`config.mk`:
```
export PLATFORM = sky130hd
export DESIGN_NAME = spi_mst
export DESIGN_NICKNAME = d
export VERILOG_FILES = /design/src/rtl/spi_mst.sv
export SDC_FILE = /design/constraint.sdc
export NUM_CORES = 1
export LEC_CHECK = 0
export ABC_AREA = 1
export CAP_MARGIN = 20
export CORE_ASPECT_RATIO = 2
export CORE_UTILIZATION = 30
export CTS_CLUSTER_DIAMETER = 200
export DETAILED_ROUTE_END_ITERATION = 10
export GPL_ROUTABILITY_DRIVEN = 0
export SETUP_SLACK_MARGIN = 0.15
export SLEW_MARGIN = 40
export SYNTH_ARGS = -nofsm -noshare
export SYNTH_HDL_FRONTEND = slang
export SYNTH_SLANG_ARGS = --single-unit
```
`constraint.sdc`:
```
create_clock -name i_clk -period 3.4 [get_ports i_clk]
set_clock_uncertainty 0.2 [all_clocks]
set_input_delay 0.68 -clock i_clk [delete_from_list [all_inputs] [get_ports i_clk]]
set_output_delay 0.68 -clock i_clk [all_outputs]
set_load 0.1 [all_outputs]
```
`src/rtl/spi_mst.sv`:
```
// ---------------------------------------------------------------------------------------------
// spi_mst: single-clock SPI initiator for 24-bit register-access frames
//
// Purpose
//   Builds one frame per request: {wr, addr, wdata, crc8}. The CRC is taken over the 16-bit
//   payload. The frame is shifted out in SPI mode 3 (CPOL=1, CPHA=1), MSB first. At the same
//   time the 24-bit slave response is captured from MISO. That response belongs to the
//   *previous* frame. Fields are published on o_rsp_* with a one-cycle o_rsp_vld pulse,
//   issued in the same cycle CSB rises.
//
// Compile-time option
//   SPI_MST_CRC_CHK_EN : when defined, the response CRC is checked and reported on
//                        o_rsp_crc_err. When undefined, o_rsp_crc_err is tied low.
//                        Tx CRC generation is always built.
//
// Ports
//   i_clk, i_rst            system clock, synchronous active-high reset
//   i_req, i_wr, i_addr,    request port; accepted when i_req & o_ready, fields latched then
//   i_wdata                 (wdata is forced to 0 for reads)
//   o_ready                 high only while idle
//   o_rsp_vld               one-cycle pulse at the end of every completed frame
//   o_rsp_status/addr/data  response bits 23 / 22:16 / 15:8, held until the next pulse
//   o_rsp_crc_err           response CRC mismatch
//   o_rsp_first             response of the first frame since reset (no valid predecessor)
//   o_spi_sclk/csb/mosi     SPI outputs, all registered (SCLK idles high, CSB active low)
//   i_spi_miso              asynchronous slave data, resynchronised through two flops
// ---------------------------------------------------------------------------------------------
module spi_mst #(
    parameter int unsigned REG_AW    = 7,
    parameter int unsigned REG_DW    = 8,
    parameter int unsigned REG_CRC_W = 8,
    parameter int unsigned SCLK_DIV  = 4,
    parameter int unsigned GAP_CYC   = 1200
) (
    input  logic              i_clk,
    input  logic              i_rst,
    input  logic              i_req,
    input  logic              i_wr,
    input  logic [REG_AW-1:0] i_addr,
    input  logic [REG_DW-1:0] i_wdata,
    output logic              o_ready,
    output logic              o_rsp_vld,
    output logic              o_rsp_status,
    output logic [REG_AW-1:0] o_rsp_addr,
    output logic [REG_DW-1:0] o_rsp_data,
    output logic              o_rsp_crc_err,
    output logic              o_rsp_first,
    output logic              o_spi_sclk,
    output logic              o_spi_csb,
    output logic              o_spi_mosi,
    input  logic              i_spi_miso
);

    localparam int unsigned PayW   = 1 + REG_AW + REG_DW;
    localparam int unsigned FrameW = PayW + REG_CRC_W;
    localparam int unsigned DivW   = $clog2(SCLK_DIV);
    localparam int unsigned GapW   = $clog2(GAP_CYC + 1);

    localparam logic [4:0]           BitLast = 5'(FrameW - 1);
    localparam logic [DivW-1:0]      DivLast = DivW'(SCLK_DIV - 1);
    localparam logic [GapW-1:0]      GapLast = GapW'(GAP_CYC - 1);
    // CRC-8, x^8 + x^2 + x + 1, zero init, payload processed MSB first
    localparam logic [REG_CRC_W-1:0] CrcPoly = REG_CRC_W'(8'h07);

    typedef enum logic [2:0] {
        StIdle,
        StSetup,
        StShift,
        StHold,
        StGap
    } state_e;

    // Same CRC the slave uses; unrolls into a parallel XOR network.
    function automatic logic [REG_CRC_W-1:0] crc16to8_parallel(input logic [PayW-1:0] din);
        logic [REG_CRC_W-1:0] c;
        logic                 fb;
        c = '0;
        for (int i = PayW - 1; i >= 0; i--) begin
            fb = c[REG_CRC_W-1] ^ din[i];
            c  = {c[REG_CRC_W-2:0], 1'b0};
            if (fb) begin
                c = c ^ CrcPoly;
            end
        end
        return c;
    endfunction

    state_e              state_q, state_d;
    logic [DivW-1:0]     div_q, div_d;
    logic                phase_q, phase_d;   // 0: SCLK low half, 1: SCLK high half
    logic [4:0]          bit_q, bit_d;
    logic [GapW-1:0]     gap_q, gap_d;
    logic [FrameW-1:0]   tx_q, tx_d;
    logic [FrameW-1:0]   rx_q, rx_d;
    logic                sclk_q, sclk_d;
    logic                csb_q, csb_d;
    logic                mosi_q, mosi_d;
    logic                miso_meta_q, miso_sync_q;
    logic                first_pend_q;
    logic                rsp_fire;
    logic                rx_crc_err;
    logic [REG_DW-1:0]   wdata_eff;
    logic [PayW-1:0]     tx_pay;

    assign wdata_eff = i_wr ? i_wdata : '0;
    assign tx_pay    = {i_wr, i_addr, wdata_eff};

`ifdef SPI_MST_CRC_CHK_EN
    assign rx_crc_err = (crc16to8_parallel(rx_q[FrameW-1 -: PayW]) != rx_q[REG_CRC_W-1:0]);
`else
    logic unused_rx_crc;
    assign unused_rx_crc = ^rx_q[REG_CRC_W-1:0];
    assign rx_crc_err    = 1'b0;
`endif

    // Next-state logic.
    always_comb begin
        state_d  = state_q;
        div_d    = div_q;
        phase_d  = phase_q;
        bit_d    = bit_q;
        gap_d    = gap_q;
        tx_d     = tx_q;
        rx_d     = rx_q;
        rsp_fire = 1'b0;

        unique case (state_q)
            StIdle: begin
                if (i_req) begin
                    state_d = StSetup;
                    div_d   = '0;
                    tx_d    = {tx_pay, crc16to8_parallel(tx_pay)};
                end
            end
            StSetup: begin
                if (div_q == DivLast) begin
                    state_d = StShift;
                    div_d   = '0;
                    phase_d = 1'b0;
                    bit_d   = '0;
                end else begin
                    div_d = div_q + 1'b1;
                end
            end
            StShift: begin
                if (div_q != DivLast) begin
                    div_d = div_q + 1'b1;
                end else begin
                    div_d = '0;
                    if (!phase_q) begin
                        phase_d = 1'b1;
                    end else begin
                        // Last high cycle: the resynchronised MISO bit has been stable for
                        // several cycles since the slave's falling-edge update.
                        rx_d    = {rx_q[FrameW-2:0], miso_sync_q};
                        phase_d = 1'b0;
                        if (bit_q == BitLast) begin
                            state_d = StHold;
                        end else begin
                            bit_d = bit_q + 1'b1;
                        end
                    end
                end
            end
            StHold: begin
                if (div_q == DivLast) begin
                    state_d  = StGap;
                    gap_d    = '0;
                    rsp_fire = 1'b1;
                end else begin
                    div_d = div_q + 1'b1;
                end
            end
            StGap: begin
                if (gap_q == GapLast) begin
                    state_d = StIdle;
                end else begin
                    gap_d = gap_q + 1'b1;
                end
            end
            default: begin
                state_d = StIdle;
            end
        endcase
    end

    // SPI pins are derived from the next state, so they can be registered and still change
    // in the same cycle as the state.
    always_comb begin
        sclk_d = ~((state_d == StShift) && !phase_d);
        csb_d  = (state_d == StIdle) || (state_d == StGap);
        mosi_d = mosi_q;
        if ((state_d == StShift) && !phase_d && (div_d == '0)) begin
            mosi_d = tx_q[BitLast - bit_d];
        end else if ((state_d == StIdle) || (state_d == StSetup) || (state_d == StGap)) begin
            mosi_d = 1'b0;
        end
    end

    always_ff @(posedge i_clk) begin
        if (i_rst) begin
            state_q       <= StIdle;
            div_q         <= '0;
            phase_q       <= 1'b0;
            bit_q         <= '0;
            gap_q         <= '0;
            tx_q          <= '0;
            rx_q          <= '0;
            sclk_q        <= 1'b1;
            csb_q         <= 1'b1;
            mosi_q        <= 1'b0;
            miso_meta_q   <= 1'b0;
            miso_sync_q   <= 1'b0;
            first_pend_q  <= 1'b1;
            o_rsp_vld     <= 1'b0;
            o_rsp_status  <= 1'b0;
            o_rsp_addr    <= '0;
            o_rsp_data    <= '0;
            o_rsp_crc_err <= 1'b0;
            o_rsp_first   <= 1'b1;
        end else begin
            state_q     <= state_d;
            div_q       <= div_d;
            phase_q     <= phase_d;
            bit_q       <= bit_d;
            gap_q       <= gap_d;
            tx_q        <= tx_d;
            rx_q        <= rx_d;
            sclk_q      <= sclk_d;
            csb_q       <= csb_d;
            mosi_q      <= mosi_d;
            miso_meta_q <= i_spi_miso;
            miso_sync_q <= miso_meta_q;
            o_rsp_vld   <= rsp_fire;
            if (rsp_fire) begin
                o_rsp_status  <= rx_q[FrameW-1];
                o_rsp_addr    <= rx_q[FrameW-2 -: REG_AW];
                o_rsp_data    <= rx_q[REG_CRC_W +: REG_DW];
                o_rsp_crc_err <= rx_crc_err;
                o_rsp_first   <= first_pend_q;
                first_pend_q  <= 1'b0;
            end
        end
    end

    assign o_ready    = (state_q == StIdle);
    assign o_spi_sclk = sclk_q;
    assign o_spi_csb  = csb_q;
    assign o_spi_mosi = mosi_q;

endmodule

```
==> After elaboration in Yosys (flattened, before gate mapping) <==
Cells that the tools add are included.
{ "op_classes": {"bitwise": 32, "muxes": 78, "shift": 0, "reduce_logical": 14, "div": 0, "n_mul": 0, "addsub": 4, "n_eq_ne": 13, "n_lt_le_gt_ge": 1} }
{ "op_table": {"columns": ["op", "count"], "rows": [
  ["8-bit 2-to-1 mux", 31],
  ["3-bit 2-to-1 mux", 23],
  ["3-bit inverter", 15],
  ["11-bit 2-to-1 mux", 2],
  ["11-bit one-hot mux with 2 select lines", 1],
  ["5-bit 2-to-1 mux", 4],
  ["3-bit one-hot mux with 5 select lines", 1],
  ["1-bit XOR", 15],
  ["11-bit by 1-bit adder with 11-bit output (second input constant)", 1],
  ["11-bit equality test (second input constant)", 1],
  ["5-bit one-hot mux with 2 select lines", 1],
  ["3-bit by 2-bit equality test with 1-bit output (second input constant)", 3],
  ["1-bit 2-to-1 mux", 8],
  ["2-bit 2-to-1 mux", 4],
  ["2-bit one-hot mux with 4 select lines", 1],
  ["3-bit by 1-bit equality test with 1-bit output (second input constant)", 2],
  ["3-bit equality test (second input constant)", 2],
  ["3-bit zero test", 2],
  ["5-bit by 6-bit < comparator with 1-bit output (second input constant)", 1],
  ["2-bit inequality test (second input constant)", 3],
  ["3-bit AND reduction", 2],
  ["5-bit by 1-bit adder with 5-bit output (second input constant)", 1],
  ["1-bit binary-select mux with 5-bit select", 1],
  ["5-bit equality test (second input constant)", 1],
  ["11 further kinds", 16]
]} }
{ "totals": {"elab_cells": 160, "mem_bits_rw": 0, "latchBits": 0, "n_memories": 0, "in_bits": 20, "register_bits": 94, "out_inout_bits": 23, "mem_bits_ro": 0} }

==> Logic depth before layout (Yosys ltp) <==
Gate-level depths: netlist of run 1.
{ "logic_depth": {"ltp_word": 61, "ltp_mapped": 15, "depth_no_buf": 15} }

==> Worst setup path before layout of run 1 <==
Ideal clock, no wire load.
{ "synth_path": {"kind": "reg-to-reg", "start": "reg state_q[1]", "end": "reg mosi_q (netlist: o_spi_mosi)", "t_required_ps": 3082, "setup_time_ps": 118, "setup_slack_ps": 483, "period_less_slack_ps": 2917, "arrival_ps": 2599, "path_stages_with_launch": 14, "n_path_buf": 1, "path_cell_list": "dfxtp_1 -> inv_1 -> nand2_2 -> nor2_1 -> nand2_2 -> buf_6 -> o21ai_1 -> nor2_1 -> nand2_1 -> nor2_1 -> nand3_1 -> nand2_1 -> nand2_1 -> a21oi_1"} }
{ "synth_between": {"elab_cells_between_ends": 31, "cone_classes": "add/sub (1); eq/ne (7); mux (14); reduce/logical (9)"} }
{ "synth_rtl": {"columns": ["item", "line", "text"], "rows": [
  ["start: declaration", "88", "state_e state_q, state_d;"],
  ["start signal: assignment", "202", "state_q <= StIdle;"],
  ["start signal: assignment", "222", "state_q <= state_d;"],
  ["3-bit zero test *", null, null],
  ["net o_ready", "41", "output logic o_ready,"],
  ["3-bit one-hot mux with 5 select lines", "127", "unique case (state_q)"],
  ["3-bit by 2-bit equality test with 1-bit output, or another cell as far along", "193", "if ((state_d == StShift) && !phase_d && (div_d == '0)) begin"],
  ["1-bit logical AND / 1-bit logical OR (equally long branches) (2 in a row)", "193, 195", null],
  ["1-bit 2-to-1 mux / 2-bit nonzero test (equally long branches)", null, null],
  ["end signal: assignment", "231", "mosi_q <= mosi_d;"],
  ["end: declaration", "97", "logic mosi_q, mosi_d;"]
]} }
The timed path passes the listed nets; every way through them passes the cells marked *. The select of a mux whose other input is x is not followed.
A chain may end at the register's enable or synchronous reset.

==> Worst setup path after layout of run 1 <==
{ "layout_path": {"start": "reg div_q[0]", "end": "reg mosi_q (netlist: o_spi_mosi)"} }
{ "layout_between": {"elab_chain_cells": 7, "elab_cells_between_ends": 33, "cone_classes": "add/sub (2); eq/ne (5); mux (18); reduce/logical (8)"} }
{ "layout_rtl": {"columns": ["item", "line", "text"], "rows": [
  ["start: declaration", "89", "logic [DivW-1:0] div_q, div_d;"],
  ["start signal: assignment", "223", "div_q <= div_d;"],
  ["2-bit inequality test / 2-bit equality test (equally long branches)", "146, 136, 166", null],
  ["5-bit 2-to-1 mux, or another cell as far along", "146", "if (div_q != DivLast) begin"],
  ["5-bit one-hot mux with 2 select lines, or another cell as far along", "127", null],
  ["5-bit subtractor, or another cell as far along", "194", "mosi_d = tx_q[BitLast - bit_d];"],
  ["1-bit binary-select mux with 5-bit select, or another cell as far along", "194", null],
  ["1-bit 2-to-1 mux (implied by the code), or another cell as far along", "194", null],
  ["1-bit 2-to-1 mux / 2-bit nonzero test (equally long branches)", null, null]
]} }
Parallel ways exist; a longest one is shown, timed or not. The select of a mux whose other input is x is not followed.

==> metrics.txt, run 1 <==
routed len/inst=between 10 and 15 µm; area fraction of the dominant cell type after synthesis=42.8%; met1 wire length=about 3.9 mm; VDD IR max=around 0.21 mV; Clock Sinks=94; root buffer cell=clkbuf_16; I/O pin count=43; largest cells by area after synthesis=dfxtp_1 43%, nand2_1 8.0%, a21oi_1 5.4%; Worst Hold Class=reg2reg; Rel. slew slack=around 54%; CP Max Fanout=13; vias in the first global route=3714; Max Slew Vio Count=0; CTS Buffer Depth=2; # rows=62; fin crit period=2.71 ns; Data arrival, critical path=around 2.8 ns; CP bufs+invs=1; vias per cell=between 4 and 5; Critical Path End Type=flip-flop; PD cells=about 470 nW/µm²; Distinct cells, synth=42; NumNets Final=632; total grt overflow=0; Leak=~2.0 nW; H-tree Lvls=3; via count=3740; Post-CTS Setup Inserts=0; Post-synth EDFFs=0; Post-route DRC=0; initial DRC count=around 170; Max-Cap Viols=0; Yosys warning count=0; initial antenna violation count=0; clk_lat worst skew=between 0.3 and 0.4 ns; fin cells=approximately 800; Die X=~88 µm; Met2 Wirelength=between 5 and 6 mm; Detail Placement HPWL=7.62 mm; Cell Area, Synth=roughly 4400 µm²; fmax=369 MHz; Power Total=approximately 2.5 mW; chain of cells forming the critical path=ha_1, nand2_1, clkinv_1, nand2_2, nand2_2, nand3_2, nand2_2, nand2_1, nand3_1, nand3_1, nand3_1, nand3_1, a21oi_1; synth-to-layout area growth=18.4%; CP max stage delay=between 0.4 and 0.5 ns; largest net degree at the start of global routing=39; PortBufs=41; post-synthesis cell count=571; post-synthesis sequential area ratio=between 40% and 50%; Hold Crit Depth=2; Hold Buf Count CTS=0; first-pass GRT wire length=17.3 mm; CP endpoint=o_spi_mosi; Routed Antenna Nets=0; critical path depth=13; die area=15200 µm²; post-place setup slack=between 0.4 and 0.5 ns; RR Startpoint=div_q[0]; RR Endpoint=o_spi_mosi; Reg clk slew, reported paths=roughly 0.07 ns; core area=14400 µm²; Ant. Diodes=0; Worst Tran Pin Value=just under 0.7 ns; Die H=around 170 µm; final setup fails=0; Initial Utilization=between 30% and 40%; Top delay family on crit path=simple AND/OR/NAND/NOR gates; setup tns final=0 ns; status=finished, final reports clean; CP max-delay cell=dfxtp_1; GRT Overall Usage=about 14%; met3 wire length=roughly 320 µm; R2R depth=13; highest metal used=met4; Crit. Startpoint=div_q[0]; CP Class=reg2reg; final number of hold-violating endpoints=0; CTS buffer count=9; share of cells above drive strength 1=between 10 and 15%; R2R Setup Slk=0.69 ns; RSZ-0062 raised after global routing=false; fin crit share=between 70% and 80%; placed insts=just under 800; drt total wl=10.1 mm; syn nets=about 600; Synth async-reset ratio=0%; cts repair resizes=0; Syn Area/Cell=approximately 7.7 µm²; top_reg_cell synth=dfxtp_1; startpoint types=flip-flop; first-pass iteration count of the detailed router=5; area leader, netlist=dfxtp_1; fin worst setup slack=approximately 0.69 ns; CTS tree=yes; most common library cells after synthesis=94 x dfxtp_1, 94 x nand2_1, 54 x inv_1, 54 x nor2_1; Yosys reg bits=94; most used cell, CP=nand3_1; Critical Path RT=~3.5 ns
[per-stage QoR]
stage | hold slack, ns | instance area, µm² | utilization (%)
CTS | 0.211 | 5210 | 36.3
floorplan | 0.188 | 4400 | -
finish | 0.209 | 5210 | 36.3
global placement | 0.204 | 4910 | 34.2
detailed placement | 0.204 | 4910 | 34.2
global route | 0.226 | 5210 | 36.3
[worst reg2reg max path: stages, from the launching register on]
cell and delay (ns):
dfxtp_1 0.41, ha_1 0.35, nand2_1 0.15, clkinv_1 0.12
nand2_2 0.09, nand2_2 0.08, nand3_2 0.25, nand2_2 0.34
nand2_1 0.09, nand3_1 0.08, nand3_1 0.15, nand3_1 0.14
nand3_1 0.08, a21oi_1 0.12
[how the worst min path moves through the flow]
stage / from / to
after detailed placement: miso_meta_q / miso_sync_q
after global routing: miso_meta_q / miso_sync_q
after CTS: miso_meta_q / miso_sync_q
after global placement: miso_meta_q / miso_sync_q
after floorplan: miso_meta_q / miso_sync_q
final: miso_meta_q / miso_sync_q
[state kept, by name, indices dropped and copies added (netlist names)]
signal,count
rx_q,24
tx_q,24
gap_q,11
o_rsp_data,8
o_rsp_addr,7
bit_q,5
state_q,3
div_q,2
first_pend_q,1
miso_meta_q,1
miso_sync_q,1
o_rsp_first,1
o_rsp_status,1
o_rsp_vld,1
o_spi_csb,1
o_spi_mosi,1
o_spi_sclk,1
phase_q,1
[kinds of logic after synthesis]
| group | Yosys count | share of synthesized area [%] |
|---|---|---|
| adder cells (fa/ha/maj) | 7 | 1.99 |
| other | 1 | 0.0853 |
| XOR/XNOR | 30 | 7.68 |
| buffers and inverters | 90 | 8.62 |
| flip-flops | 94 | 42.8 |
| AO/OA/AOI/OAI | 120 | 15.3 |
| AND/OR/NAND/NOR | 229 | 23.6 |
[area by class of cell]
cell class                      count  area [µm²]
Clock buffer                       10         229
Clock inverter                      6        68.8
Fill cell                        1509        9140
Inverter                           65         244
Multi-Input combinational cell    387        2140
Sequential cell                    94        1880
Tap cell                          192         240
Timing Repair Buffer               48         408
[where the power goes]
group          internal, mW  switching [mW]  total [mW]  leakage, nW
Sequential             1.13          0.0168        1.15        0.762
Clock                 0.578           0.435        1.01        0.149
Combinational         0.126           0.185       0.312         1.14
[placed cells by master (no fill, tap or decap), drive strengths merged, types with 4 or more instances in the layout]
master / count
a21oi: 47
a22o: 4
buf: 29
clkbuf: 10
clkdlybuf4s50: 19
dfxtp: 94
ha: 7
inv: 67
nand2: 104
nand3: 50
nand4: 4
nor2: 60
nor3: 9
o21ai: 52
o21bai: 4
xnor2: 14
xor2: 16
[layer usage]
metal,up-vias,GRT usage [%]
li1,1916,-
met1,1722,14.4
met2,81,27.4
met3,21,2.24
met4,0,7.38
met5,-,0
No activity file was read; power rests on OpenSTA's default activity.
==> inputs of run 2 (changes only) <==
==> constraint.sdc (replaced) <==
create_clock -name i_clk -period 2.55 [get_ports i_clk]
set_clock_uncertainty 0.2 [all_clocks]
set_input_delay 0.51 -clock i_clk [delete_from_list [all_inputs] [get_ports i_clk]]
set_output_delay 0.51 -clock i_clk [all_outputs]
set_load 0.1 [all_outputs]
==> run 2 against run 1 <==
Register-to-register slack worse by 0.35 ns. Fmax up 22%. Routed wire length up 0.96%. Power up 33%. Non-clock buffer count up 10. Via count down 0.19%. Largest cell class unchanged.
==> metrics.txt, run 2 (synthesized netlist as in run 1, its figures left out) <==
final setup fails=0; CP Class=reg2reg; Power Total=~3.3 mW; Met2 Wirelength=between 5 and 6 mm; # rows=62; RR Startpoint=bit_q[0]; die area=about 15000 µm²; vias in the first global route=~3700; CTS Buffer Depth=2; GRT Overall Usage=between 10% and 20%; status=finished, final reports clean; Critical Path RT=around 2.6 ns; Initial Utilization=a little under a third; post-place setup slack=-0.0377 ns; met3 wire length=around 300 µm; PortBufs=~40; NumNets Final=about 640; initial antenna violation count=0; RSZ-0062 raised after global routing=false; I/O pin count=43; Crit. Startpoint=bit_q[0]; CP max stage delay=approximately 0.37 ns; vias per cell=between 4 and 5; drt total wl=a little over 10 mm; Worst Hold Class=reg2reg; Fillers=approximately 1500; Data arrival, critical path=between 2 and 2.5 ns; final number of hold-violating endpoints=0; hold path startpoint=miso_meta_q; initial DRC count=190; placed insts=slightly below 800; root buffer cell=clkbuf_16; met1 wire length=roughly 3.9 mm; CTS tree=yes; PD cells=slightly above 600 nW/µm²; Hold Crit Depth=2; first-pass iteration count of the detailed router=4; fmax=451 MHz; Max-Cap Viols=0; Leak=2.09 nW; Max Slew Vio Count=0; clk_lat worst skew=0.35 ns; Die X=a little under 90 µm; Ant. Diodes=0; fin cells=between 800 and 900; Largest regs=rx_q x24, tx_q x24, gap_q x11; total grt overflow=0; Clock Sinks=94; fin crit share=between 80% and 90%; Routed Antenna Nets=0; area occupied by multi-input gates=~2200 µm²; CP max-delay cell=dfxtp_2; Top delay family on crit path=simple AND/OR/NAND/NOR gates; fin crit period=between 2 and 2.5 ns; critical path depth=14; synth-to-layout area growth=21.5%; first-pass GRT wire length=between 15 and 20 mm; Reg clk slew, reported paths=approximately 0.070 ns; core area=approximately 14000 µm²; H-tree Lvls=3; CP Max Fanout=12; Die H=173 µm; routed len/inst=~13 µm; R2R depth=14; highest metal used=met4; via count=around 3700; largest net degree at the start of global routing=39; CP bufs+invs=2; Register Area=1880 µm²; chain of cells forming the critical path=ha_2, nand2_1, inv_2, nand2_1, nand2_2, nand2_2, nand3_2, buf_4, nand3_1, nand3_1, nand3_1, nand3_1, nand3_1, a21oi_1; Post-route DRC=0; CTS buffer count=9; most frequent cells in the layout=92 x nand2_1, 92 x dfxtp_1, 53 x inv_1, 53 x nor2_1; Detail Placement HPWL=roughly 7.6 mm; Critical Path End Type=flip-flop; share of cells above drive strength 1=between 10% and 20%; startpoint types=flip-flop; VDD IR max=0.294 mV; fin worst setup slack=between 0.3 and 0.4 ns; most used cell, CP=nand3_1
==> run 2: cell count changes in the layout (fill, tap and decap cells not counted), sizes merged <==
cell and delta:
buf +10, bufinv -1, clkbuf -1, clkinvlp +3
==> run 2: cell type report <==
type	count	area share, %
clock inverter	7	1.19
sequential	94	35.3
multi-input combinational	387	40.5
timing repair inverter	1	0.141
tap	192	4.50
clock buffer	9	4.22
timing repair buffer	58	9.51
inverter	65	4.68
==> run 2: worst register-to-register path: stages, from the launching register on <==
cell and delay, ns:
dfxtp_2 0.37, ha_2 0.20, nand2_1 0.09, inv_2 0.08, nand2_1 0.11, nand2_2 0.12
nand2_2 0.07, nand3_2 0.09, buf_4 0.19, nand3_1 0.09, nand3_1 0.15, nand3_1 0.10
nand3_1 0.12, nand3_1 0.08, a21oi_1 0.13
==> run 2: per-stage QoR <==
stage | util [%] | hold WS [ns] | TNS, ns | instance area, µm²
6_report | 37.2 | 0.212 | 0 | 5340
5_1_grt | 37.2 | 0.231 | 0 | 5340
4_1_cts | 37.0 | 0.218 | 0 | 5310
3_5_place_dp | 34.8 | 0.208 | -0.174 | 4990
3_3_place_gp | 34.8 | 0.205 | -0.00779 | 4990
2_1_floorplan | - | 0.188 | 0 | 4400
==> run 2: power breakdown <==
part / leakage [nW] / internal (mW) / total (mW) / switching [mW]
Combinational: 1.19 / 0.187 / 0.439 / 0.253
Clock: 0.142 / 0.685 / 1.31 / 0.624
Sequential: 0.763 / 1.51 / 1.53 / 0.0236
==> run 2: final timing paths <==
kind	end	slack, ns
max	o_spi_mosi	0.33
min	miso_sync_q	0.21
max reg2reg	o_spi_mosi	0.33
min reg2reg	miso_sync_q	0.21
==> run 2: layer usage <==
metal,up-vias,global-route usage (%)
met2,75,27.2
met5,-,0
met4,0,7.79
met3,21,2.67
met1,1692,14.6
li1,1945,-
==> run 2: timing repair <==
item                       in CTS  in global routing
hold buffers                    0                  0
gates resized for setup         3                  8
gates cloned                    1                  0
setup endpoints to repair       2                 24
buffers inserted                2                  1
pin swaps                       0                  1
==> inputs of run 3 (changes only) <==
--- a/config.mk
+++ b/config.mk
@@ -10,6 +10,7 @@
 export CORE_ASPECT_RATIO = 2
 export CORE_UTILIZATION = 30
 export CTS_CLUSTER_DIAMETER = 200
+export CTS_CLUSTER_SIZE = 8
 export DETAILED_ROUTE_END_ITERATION = 10
 export GPL_ROUTABILITY_DRIVEN = 0
 export SETUP_SLACK_MARGIN = 0.15
==> results of run 3 <==
The final DEF is identical to that of run 2; final timing and power are the same.
